[src/rtl/fft_addr_gen.sv]
// Radix-2 in-place FFT butterfly address sequencer: walks every stage/butterfly and
// emits upper-leg address, leg span, twiddle index and stage tags over a valid/ready link.
module fft_addr_gen #(
  parameter int LOG2N      = 10,
  parameter int ADDR_WIDTH = 12
) (
  input  logic                  clk,
  input  logic                  rst_n,
  input  logic                  start,
  input  logic                  abort,
  input  logic                  out_ready,
  output logic                  out_valid,
  output logic [ADDR_WIDTH-1:0] op_a,
  output logic [ADDR_WIDTH-1:0] op_b,
  output logic [LOG2N-2:0]      tw_idx,
  output logic [3:0]            stage_idx,
  output logic                  stage_last,
  output logic                  busy,
  output logic                  done
);

  localparam int              KW     = LOG2N - 1;
  localparam logic [KW-1:0]   K_LAST = '1;
  localparam logic [3:0]      S_LAST = 4'(LOG2N - 1);

  typedef enum logic [1:0] {ST_IDLE, ST_RUN, ST_DONE} state_t;

  state_t                r_state, w_state_nxt;
  logic [3:0]            r_s, w_s_nxt;
  logic [KW-1:0]         r_k, w_k_nxt;
  logic                  r_valid, w_valid_nxt;
  logic                  r_busy, w_busy_nxt;
  logic                  r_done, w_done_nxt;
  logic                  w_load, w_clear;
  logic [ADDR_WIDTH-1:0] r_op_a, r_op_b;
  logic [KW-1:0]         r_tw;
  logic [3:0]            r_stage;
  logic                  r_last;

  logic [ADDR_WIDTH-1:0] w_k_ext, w_mask, w_pos, w_op_a, w_op_b;
  logic [3:0]            w_tw_sh;
  logic [KW-1:0]         w_tw;

  // NOTE: every signal gets a default before the case so no path leaves one unassigned (no latches).
  always_comb begin
    w_state_nxt = r_state;
    w_s_nxt     = r_s;
    w_k_nxt     = r_k;
    w_valid_nxt = r_valid;
    w_busy_nxt  = r_busy;
    w_done_nxt  = 1'b0;
    w_load      = 1'b0;
    w_clear     = 1'b0;
    if (abort) begin
      w_state_nxt = ST_IDLE;
      w_s_nxt     = '0;
      w_k_nxt     = '0;
      w_valid_nxt = 1'b0;
      w_busy_nxt  = 1'b0;
      w_clear     = 1'b1;
    end else begin
      case (r_state)
        ST_IDLE: begin
          if (start) begin
            w_state_nxt = ST_RUN;
            w_s_nxt     = '0;
            w_k_nxt     = '0;
            w_valid_nxt = 1'b1;
            w_busy_nxt  = 1'b1;
            w_load      = 1'b1;
          end
        end
        ST_RUN: begin
          if (r_valid && out_ready) begin
            if (r_k != K_LAST) begin
              w_k_nxt = r_k + KW'(1);
              w_load  = 1'b1;
            end else if (r_s != S_LAST) begin
              w_k_nxt = '0;
              w_s_nxt = r_s + 4'd1;
              w_load  = 1'b1;
            end else begin
              // Last butterfly of last stage accepted; the operand registers keep their final values.
              w_state_nxt = ST_DONE;
              w_s_nxt     = '0;
              w_k_nxt     = '0;
              w_valid_nxt = 1'b0;
              w_busy_nxt  = 1'b0;
              w_done_nxt  = 1'b1;
            end
          end
        end
        ST_DONE: w_state_nxt = ST_IDLE;
        default: w_state_nxt = ST_IDLE;
      endcase
    end
  end

  // Butterfly addressing for the counters being loaded: op_a inserts a zero at bit s of k.
  assign w_k_ext = ADDR_WIDTH'(w_k_nxt);
  assign w_op_b  = ADDR_WIDTH'(1) << w_s_nxt;
  assign w_mask  = w_op_b - ADDR_WIDTH'(1);
  assign w_pos   = w_k_ext & w_mask;
  assign w_op_a  = ((w_k_ext >> w_s_nxt) << (w_s_nxt + 4'd1)) | w_pos;
  assign w_tw_sh = S_LAST - w_s_nxt;
  assign w_tw    = KW'(w_pos << w_tw_sh);

  // NOTE: sequential state uses non-blocking assignments so every register samples pre-edge values.
  always_ff @(posedge clk or negedge rst_n) begin
    if (!rst_n) begin
      r_state <= ST_IDLE;
      r_s     <= '0;
      r_k     <= '0;
      r_valid <= 1'b0;
      r_busy  <= 1'b0;
      r_done  <= 1'b0;
      r_op_a  <= '0;
      r_op_b  <= '0;
      r_tw    <= '0;
      r_stage <= '0;
      r_last  <= 1'b0;
    end else begin
      r_state <= w_state_nxt;
      r_s     <= w_s_nxt;
      r_k     <= w_k_nxt;
      r_valid <= w_valid_nxt;
      r_busy  <= w_busy_nxt;
      r_done  <= w_done_nxt;
      if (w_clear) begin
        r_op_a  <= '0;
        r_op_b  <= '0;
        r_tw    <= '0;
        r_stage <= '0;
        r_last  <= 1'b0;
      end else if (w_load) begin
        r_op_a  <= w_op_a;
        r_op_b  <= w_op_b;
        r_tw    <= w_tw;
        r_stage <= w_s_nxt;
        r_last  <= (w_k_nxt == K_LAST);
      end
    end
  end

  assign out_valid  = r_valid;
  assign op_a       = r_op_a;
  assign op_b       = r_op_b;
  assign tw_idx     = r_tw;
  assign stage_idx  = r_stage;
  assign stage_last = r_last;
  assign busy       = r_busy;
  assign done       = r_done;

endmodule

[config.mk]
export PLATFORM = sky130hd
export DESIGN_NAME = fft_addr_gen
export DESIGN_NICKNAME = d
export VERILOG_FILES = /design/src/rtl/fft_addr_gen.sv
export SDC_FILE = /design/constraint.sdc
export NUM_CORES = 1
export LEC_CHECK = 0
export CAP_MARGIN = 15
export CORE_ASPECT_RATIO = 2
export CORE_MARGIN = 2
export CORE_UTILIZATION = 30
export DETAILED_ROUTE_END_ITERATION = 16
export PLACE_DENSITY = 0.51
export SLEW_MARGIN = 20
export SYNTH_ARGS = -nofsm -noshare
export SYNTH_HDL_FRONTEND = slang
export SYNTH_SLANG_ARGS = --single-unit
export TNS_END_PERCENT = 30
[constraint.sdc]
create_clock -name clk -period 4.18 [get_ports clk]
set_input_delay 0.418 -clock clk [delete_from_list [all_inputs] [get_ports clk]]
set_output_delay 0.418 -clock clk [all_outputs]
set_load 0.02 [all_outputs]
## Word-level counts from Yosys, hierarchy flattened

Cells that the tools add are included.

| cells by class | value |
|---|---|
| add/sub/neg operators | 5 |
| equal/unequal tests | 8 |
| shifts and indexed selects | 4 |
| muxes and demuxes | 45 |
| bitwise gates (word level) | 2 |
| reduce and logical (&&, ||, !) cells | 6 |

Operators by type and width:

| operator | count |
|---|---|
| $mux 9 | 6 |
| $mux 12 | 4 |
| $mux 4 | 7 |
| $mux 1 | 18 |
| $pmux 9 s2 | 1 |
| $and 9x12->12 | 1 |
| $ne 3x3->1 const B | 4 |
| $or 12x12->12 | 1 |
| $shl 1x4->12 const A | 1 |
| $shl 12x4->12 | 1 |
| $shl 12x4->9 | 1 |
| $shr 9x4->12 | 1 |
| $sub 12x1->12 const B | 1 |
| $mux 2 | 5 |
| $add 9x1->9 const B | 1 |
| $eq 9x9->1 const B | 1 |
| $ne 9x9->1 const B | 1 |
| $add 4x1->4 const B | 2 |
| $pmux 4 s2 | 1 |
| $reduce_and 5->1 | 1 |
| $ne 4x4->1 const B | 1 |
| $pmux 1 s2 | 2 |
| $pmux 2 s2 | 1 |
| $reduce_and 4->1 | 1 |
| other kinds (6) | 6 |

| storage, ports and cells | value |
|---|---|
| bits in registers | 55 |
| input bits | 5 |
| output and inout bits | 41 |
| word-level logic and storage cells | 80 |

## Logic depth before layout (Yosys ltp)

| depth | value |
|---|---|
| word-level depth | 12 |
| gate-level depth with buffers | 21 |
| gate-level depth less buffers | 19 |

## Worst setup path before layout

No wires, ideal clock.

| timing path | value |
|---|---|
| path type | register to register |
| start | register r_k[2] |
| end | register r_tw[4], in the netlist tw_idx[4] |
| library setup time | 0.066 ns |
| arrival time | 4.222 ns |
| data required time | 4.114 ns |
| slack | -0.109 ns |
| stages on the path, launching flop included | 20 |
| path buffers | 4 |
| clock period less this slack | 4.289 ns |
| cell sequence | dfrtp_1 > buf_2 > nand3_1 > nor3_1 > ha_1 > buf_2 > nand3_2 > o21a_1 > o21ai_2 > clkbuf_1 > clkbuf_1 > ha_1 > nand2_1 > ha_1 > nor4_1 > o21a_1 > nand2_1 > o21a_1 > a2111oi_0 > a221o_1 |

| between the ends | value |
|---|---|
| longest elaborated chain between the ends | 11 |
| elaborated cells on any way between the ends | 23 |
| classes of those cells | 3 x add/sub; 1 x eq/ne; 2 x shift; 15 x mux; 1 x bitwise; 1 x reduce/logical |

RTL lines:

| what | line | RTL |
|---|---|---|
| from (decl) | 30 | `logic [KW-1:0] r_k, w_k_nxt;` |
| from (signal assigned) | 125 | `r_k <= w_k_nxt;` |
| $ne 9x9->1 | 75 | `if (r_k != K_LAST) begin` |
| $mux 4 | 75 |  |
| $mux 4 | 74 | `if (r_valid && out_ready) begin` |
| $pmux 4 s2 | 62 | `case (r_state)` |
| $mux 4 | 54 | `if (abort) begin` |
| $shl 1x4->12 | 101 | `assign w_op_b = ADDR_WIDTH'(1) << w_s_nxt;` |
| $sub 12x1->12 | 102 | `assign w_mask = w_op_b - ADDR_WIDTH'(1);` |
| $and 9x12->12 | 103 | `assign w_pos = w_k_ext & w_mask;` |
| $shl 12x4->9 | 106 | `assign w_tw = KW'(w_pos << w_tw_sh);` |
| $mux 9 | 135 | `end else if (w_load) begin` |
| $mux 9 | 129 | `if (w_clear) begin` |
| to (signal assigned) | 138 | `r_tw <= w_tw;` |
| to (decl) | 36 | `logic [KW-1:0] r_tw;` |

Parallel ways exist; a longest one is shown, timed or not. The select of a mux whose other input is x is not followed.
A chain may end at the register's enable or synchronous reset.

## Worst setup path after layout

| timing path | value |
|---|---|
| start | register r_k[0] |
| end | register r_op_a[8], in the netlist op_a[8] |

| between the ends | value |
|---|---|
| longest elaborated chain between the ends | 11 |
| elaborated cells on any way between the ends | 25 |
| classes of those cells | 3 x add/sub; 1 x eq/ne; 3 x shift; 15 x mux; 2 x bitwise; 1 x reduce/logical |

RTL lines:

| what | line | RTL |
|---|---|---|
| branches (longest 11 deep; another with $add 9x1->9) | -- |  |
| to (signal assigned) | 136 | `r_op_a <= w_op_a;` |
| to (decl) | 35 | `logic [ADDR_WIDTH-1:0] r_op_a, r_op_b;` |

Several ways; the timed one is not identified. The select of a mux whose other input is x is not followed.

==> impl_results.md <==
* Status: finished clean
* Power Density at about 220 nW/µm²
* PortBufs at 45
* Cell Chain, Critical Path: ha_1 -> nand2_1 -> nor3_1 -> ha_2 -> buf_12 -> nand4_1 -> a32oi_1 -> and2_1 -> inv_2 -> buf_4 -> ha_1 -> or4_1 -> a21oi_1 -> o21ai_0 -> a211oi_1 -> buf_4 -> a21oi_1 -> o21ai_1 -> a21o_1
* Clock Path Buffers at 2
* Max Cap Viol at 0
* CP peak stage delay at 530 ps
* Netlist cell types at 83
* Maximum vdd drop at about 0.00018 V
* Crit-path slowest cell: or4_1
* Cts hold-fix bufs at 0
* Cells after Synth at ~480
* Synth Net Count at between 400 and 500
* Final ANT Viol Nets at 0
* RSZ-0062 raised after global routing: no
* Top FF cell, synth: dfrtp_1
* DR DRC count at 0
* Overall routing resource usage at a little over a fifth
* Worst r2r path cells at 19
* # fillers at between 1,000 and 1,500
* Asr flop ratio synth at 100%
* Rows at 60
* Final TNS setup at 0 ps
* Post-layout util at between 30% and 40%
* Data required time of the worst path at 4430 ps
* CTS clk-pin slew, worst paths at 80 ps
* Slew margin rel. at between 50 and 60%
* H-tree Lvls at 2
* Yosys Warn Count at 0
* Initial antenna violation count at 0
* Wire per inst at 21.8 µm
* Pre-antenna DRT Iters at 5
* Post-synth EDFFs at 0
* Vias in the first global route at roughly 4,300
* Area Growth Syn to Fin at 27.7%
* Share of cells above drive strength 1 at 17.8%
* Die height at approximately 170 µm
* CTS root buf: clkbuf_16
* Via density at ~5.9
* Nets@finish at about 570
* Worst Setup SP: r_k[0]
* Setup violations, final at 0
* Crit start category: flop
* CTS tree: done
* CTS Sinks at 55
* Worst Hold Class: in -> async
* R2r setup slk at between 200 and 300 ps
* Width of the chip at roughly 87 µm
* Crit share post-route at 93.1%
* Placed inst area at ~5000 µm²
* Worst-margin pin slew at about 740 ps
* Finished Cell Area at roughly 5200 µm²
* Crit path to: op_a[8]
* Clk_lat worst skew at between 300 and 400 ps
* RR Startpoint: r_k[0]
* Critical path endpoint category: flop
* HPWL reported at the end of detailed placement at 12.1 mm
* Reg-to-Reg End: op_a[8]
* Core area at around 13,000 µm²
* FMAX at approximately 0.26 GHz
* WL final at approximately 16 mm
* Clk_skew at 9.54 ps
* Max-slew violations at 0
* CP Max Fanout at 16
* Hold Vio Cnt, Final at 0
* Count of state elements after synthesis at 55
* Gr ovfl total at 0
* CTS buffer count at 5
* N_diodes at 0
* Crit path time final at approximately 3900 ps
* First-pass GRT wire length at 24.1 mm
* Die area at between 10,000 and 15,000 µm²
* Leakage at ~2.2 nW
* Pin count of the biggest net entering global routing at between 50 and 60
* CP Class: reg -> reg
* Vias at 4,181
* DRT iter0 DRCs at about 200
* Power Total at between 0.001 and 0.0015 W
* Syn Area/Cell at approximately 8.5 µm²
* GP Congestion at between 0.9 and 1
* Mapped Area at just over 4000 µm²
* # IOs at 46
* Initial core utilization at a little over 30%
* Worst path arrival time at 4140 ps
* Register area share after synthesis at approximately a third
==> cells by family (layout without fill, tap and decap cells) <==
kind of cell	Yosys count	in the layout	share of synthesized area (%)
AO/OA/AOI/OAI	164	164	28.7
XOR/XNOR	7	7	1.49
adder cells (fa/ha/maj)	13	13	3.97
buffers and inverters	48	122	4.97
flip-flops	55	55	33.6
multiplexers	12	12	2.99
AND/OR/NAND/NOR	182	182	24.3
==> cell type report <==
class | instances | area (µm²) | share of cell area, %
multi-input cells | 378 | 2560 | 49.0
repair buffers | 101 | 878 | 16.8
well taps | 155 | 194 | 3.70
clock buffers | 5 | 125 | 2.39
clock inverters | 3 | 50.0 | 0.956
inverters | 13 | 48.8 | 0.932
flip-flops and latches | 55 | 1380 | 26.3
==> worst max-delay path, delay by kind of cell, from the launching register on <==
family | cells | cell delay (ps)
buffers and inverters | 4 | 530
AO/OA/AOI/OAI | 7 | 1030
flip-flops | 1 | 400
adder cells (fa/ha/maj) | 3 | 740
AND/OR/NAND/NOR | 5 | 1130
==> metal layers <==
metal  vias up  wire [µm]  track usage [%]  share of wire [%]
met5         -          0                0                  0
met4         0       1220             16.0                7.9
met3        68        476             2.09                3.1
met2       156       8490             40.3                 55
met1      1992       5320             21.0                 34
li1       1965          -                -                  -
==> layout by cell type (no fill, tap or decap), drive strengths merged, types with 9 or more instances in the layout <==
cell,netlist,layout
buf,19,57
mux2i,10,10
nor2,31,31
o21a,9,9
nand2,61,61
a21oi,22,22
nand3,22,22
nand4,11,11
clkdlybuf4s50,0,44
dfrtp,55,55
inv,13,15
nor3,14,14
o21ai,42,42
ha,13,13
==> metrics by stage <==
step                      instances  hold slack [ps]  setup slack, ps
after floorplan                 481              122             59.8
after CTS                       709              299              117
after detailed placement        701              475              150
final                           710              252              287
after global routing            710              321             15.9
after global placement          701              472              206
==> synth_stat cells, types with 4 or more instances <==
| cell | n | share of area (%) |
|---|---|---|
| a2111oi_0 | 4 | 0.85 |
| a211o_1 | 6 | 1.3 |
| a211oi_1 | 5 | 0.92 |
| a21o_1 | 5 | 0.92 |
| a21oi_1 | 21 | 2.6 |
| a22o_1 | 7 | 1.5 |
| a22oi_1 | 5 | 0.92 |
| a31oi_1 | 6 | 0.92 |
| and2_1 | 5 | 0.76 |
| and3_1 | 4 | 0.61 |
| buf_1 | 4 | 0.37 |
| buf_2 | 13 | 1.6 |
| clkbuf_1 | 16 | 1.5 |
| dfrtp_1 | 55 | 34 |
| ha_1 | 13 | 4.0 |
| inv_1 | 9 | 0.82 |
| inv_2 | 4 | 0.37 |
| mux2i_1 | 10 | 2.4 |
| nand2_1 | 61 | 5.6 |
| nand2b_1 | 4 | 0.61 |
| nand3_1 | 20 | 2.4 |
| nand4_1 | 11 | 1.7 |
| nor2_1 | 30 | 2.7 |
| nor3_1 | 13 | 1.6 |
| nor4_1 | 4 | 0.61 |
| o211ai_1 | 7 | 1.3 |
| o21a_1 | 9 | 1.6 |
| o21ai_0 | 28 | 3.4 |
| o21ai_1 | 13 | 1.6 |
| o22ai_1 | 4 | 0.61 |
| o31ai_1 | 6 | 1.1 |
| xnor2_1 | 4 | 0.85 |
==> worst min path at each step <==
stage | start | end | slack [ps] | cells after the start
after global placement | op_b[2] | op_b[2] | 470 | 2
after global routing | rst_n | op_b[6] | 320 | 2
after CTS | rst_n | op_b[6] | 300 | 2
final | rst_n | op_b[2] | 250 | 2
after floorplan | rst_n | busy | 120 | 0
after detailed placement | op_b[5] | op_b[5] | 480 | 2
==> power by group <==
group / internal, W / switching [W] / leakage [nW]
Clock: 0.000290 / 0.000218 / 0.0863
Combinational: 0.0000398 / 0.0000762 / 1.38
Sequential: 0.000538 / 0.00000916 / 0.759
Total: 0.000868 / 0.000303 / 2.23
==> what timing repair did <==
item,4_1_cts,5_1_grt
setup buffers,0,1
resized for setup,0,8
endpoints found under the setup margin,0,8
==> flip-flops by register name, indices dropped and copies added, names as in the netlist, 2 cells and up <==
signal / flops
stage_idx: 4
r_s: 4
r_k: 9
tw_idx: 9
op_b: 12
op_a: 12
r_state: 2
Power figures use the tool's default switching activity.
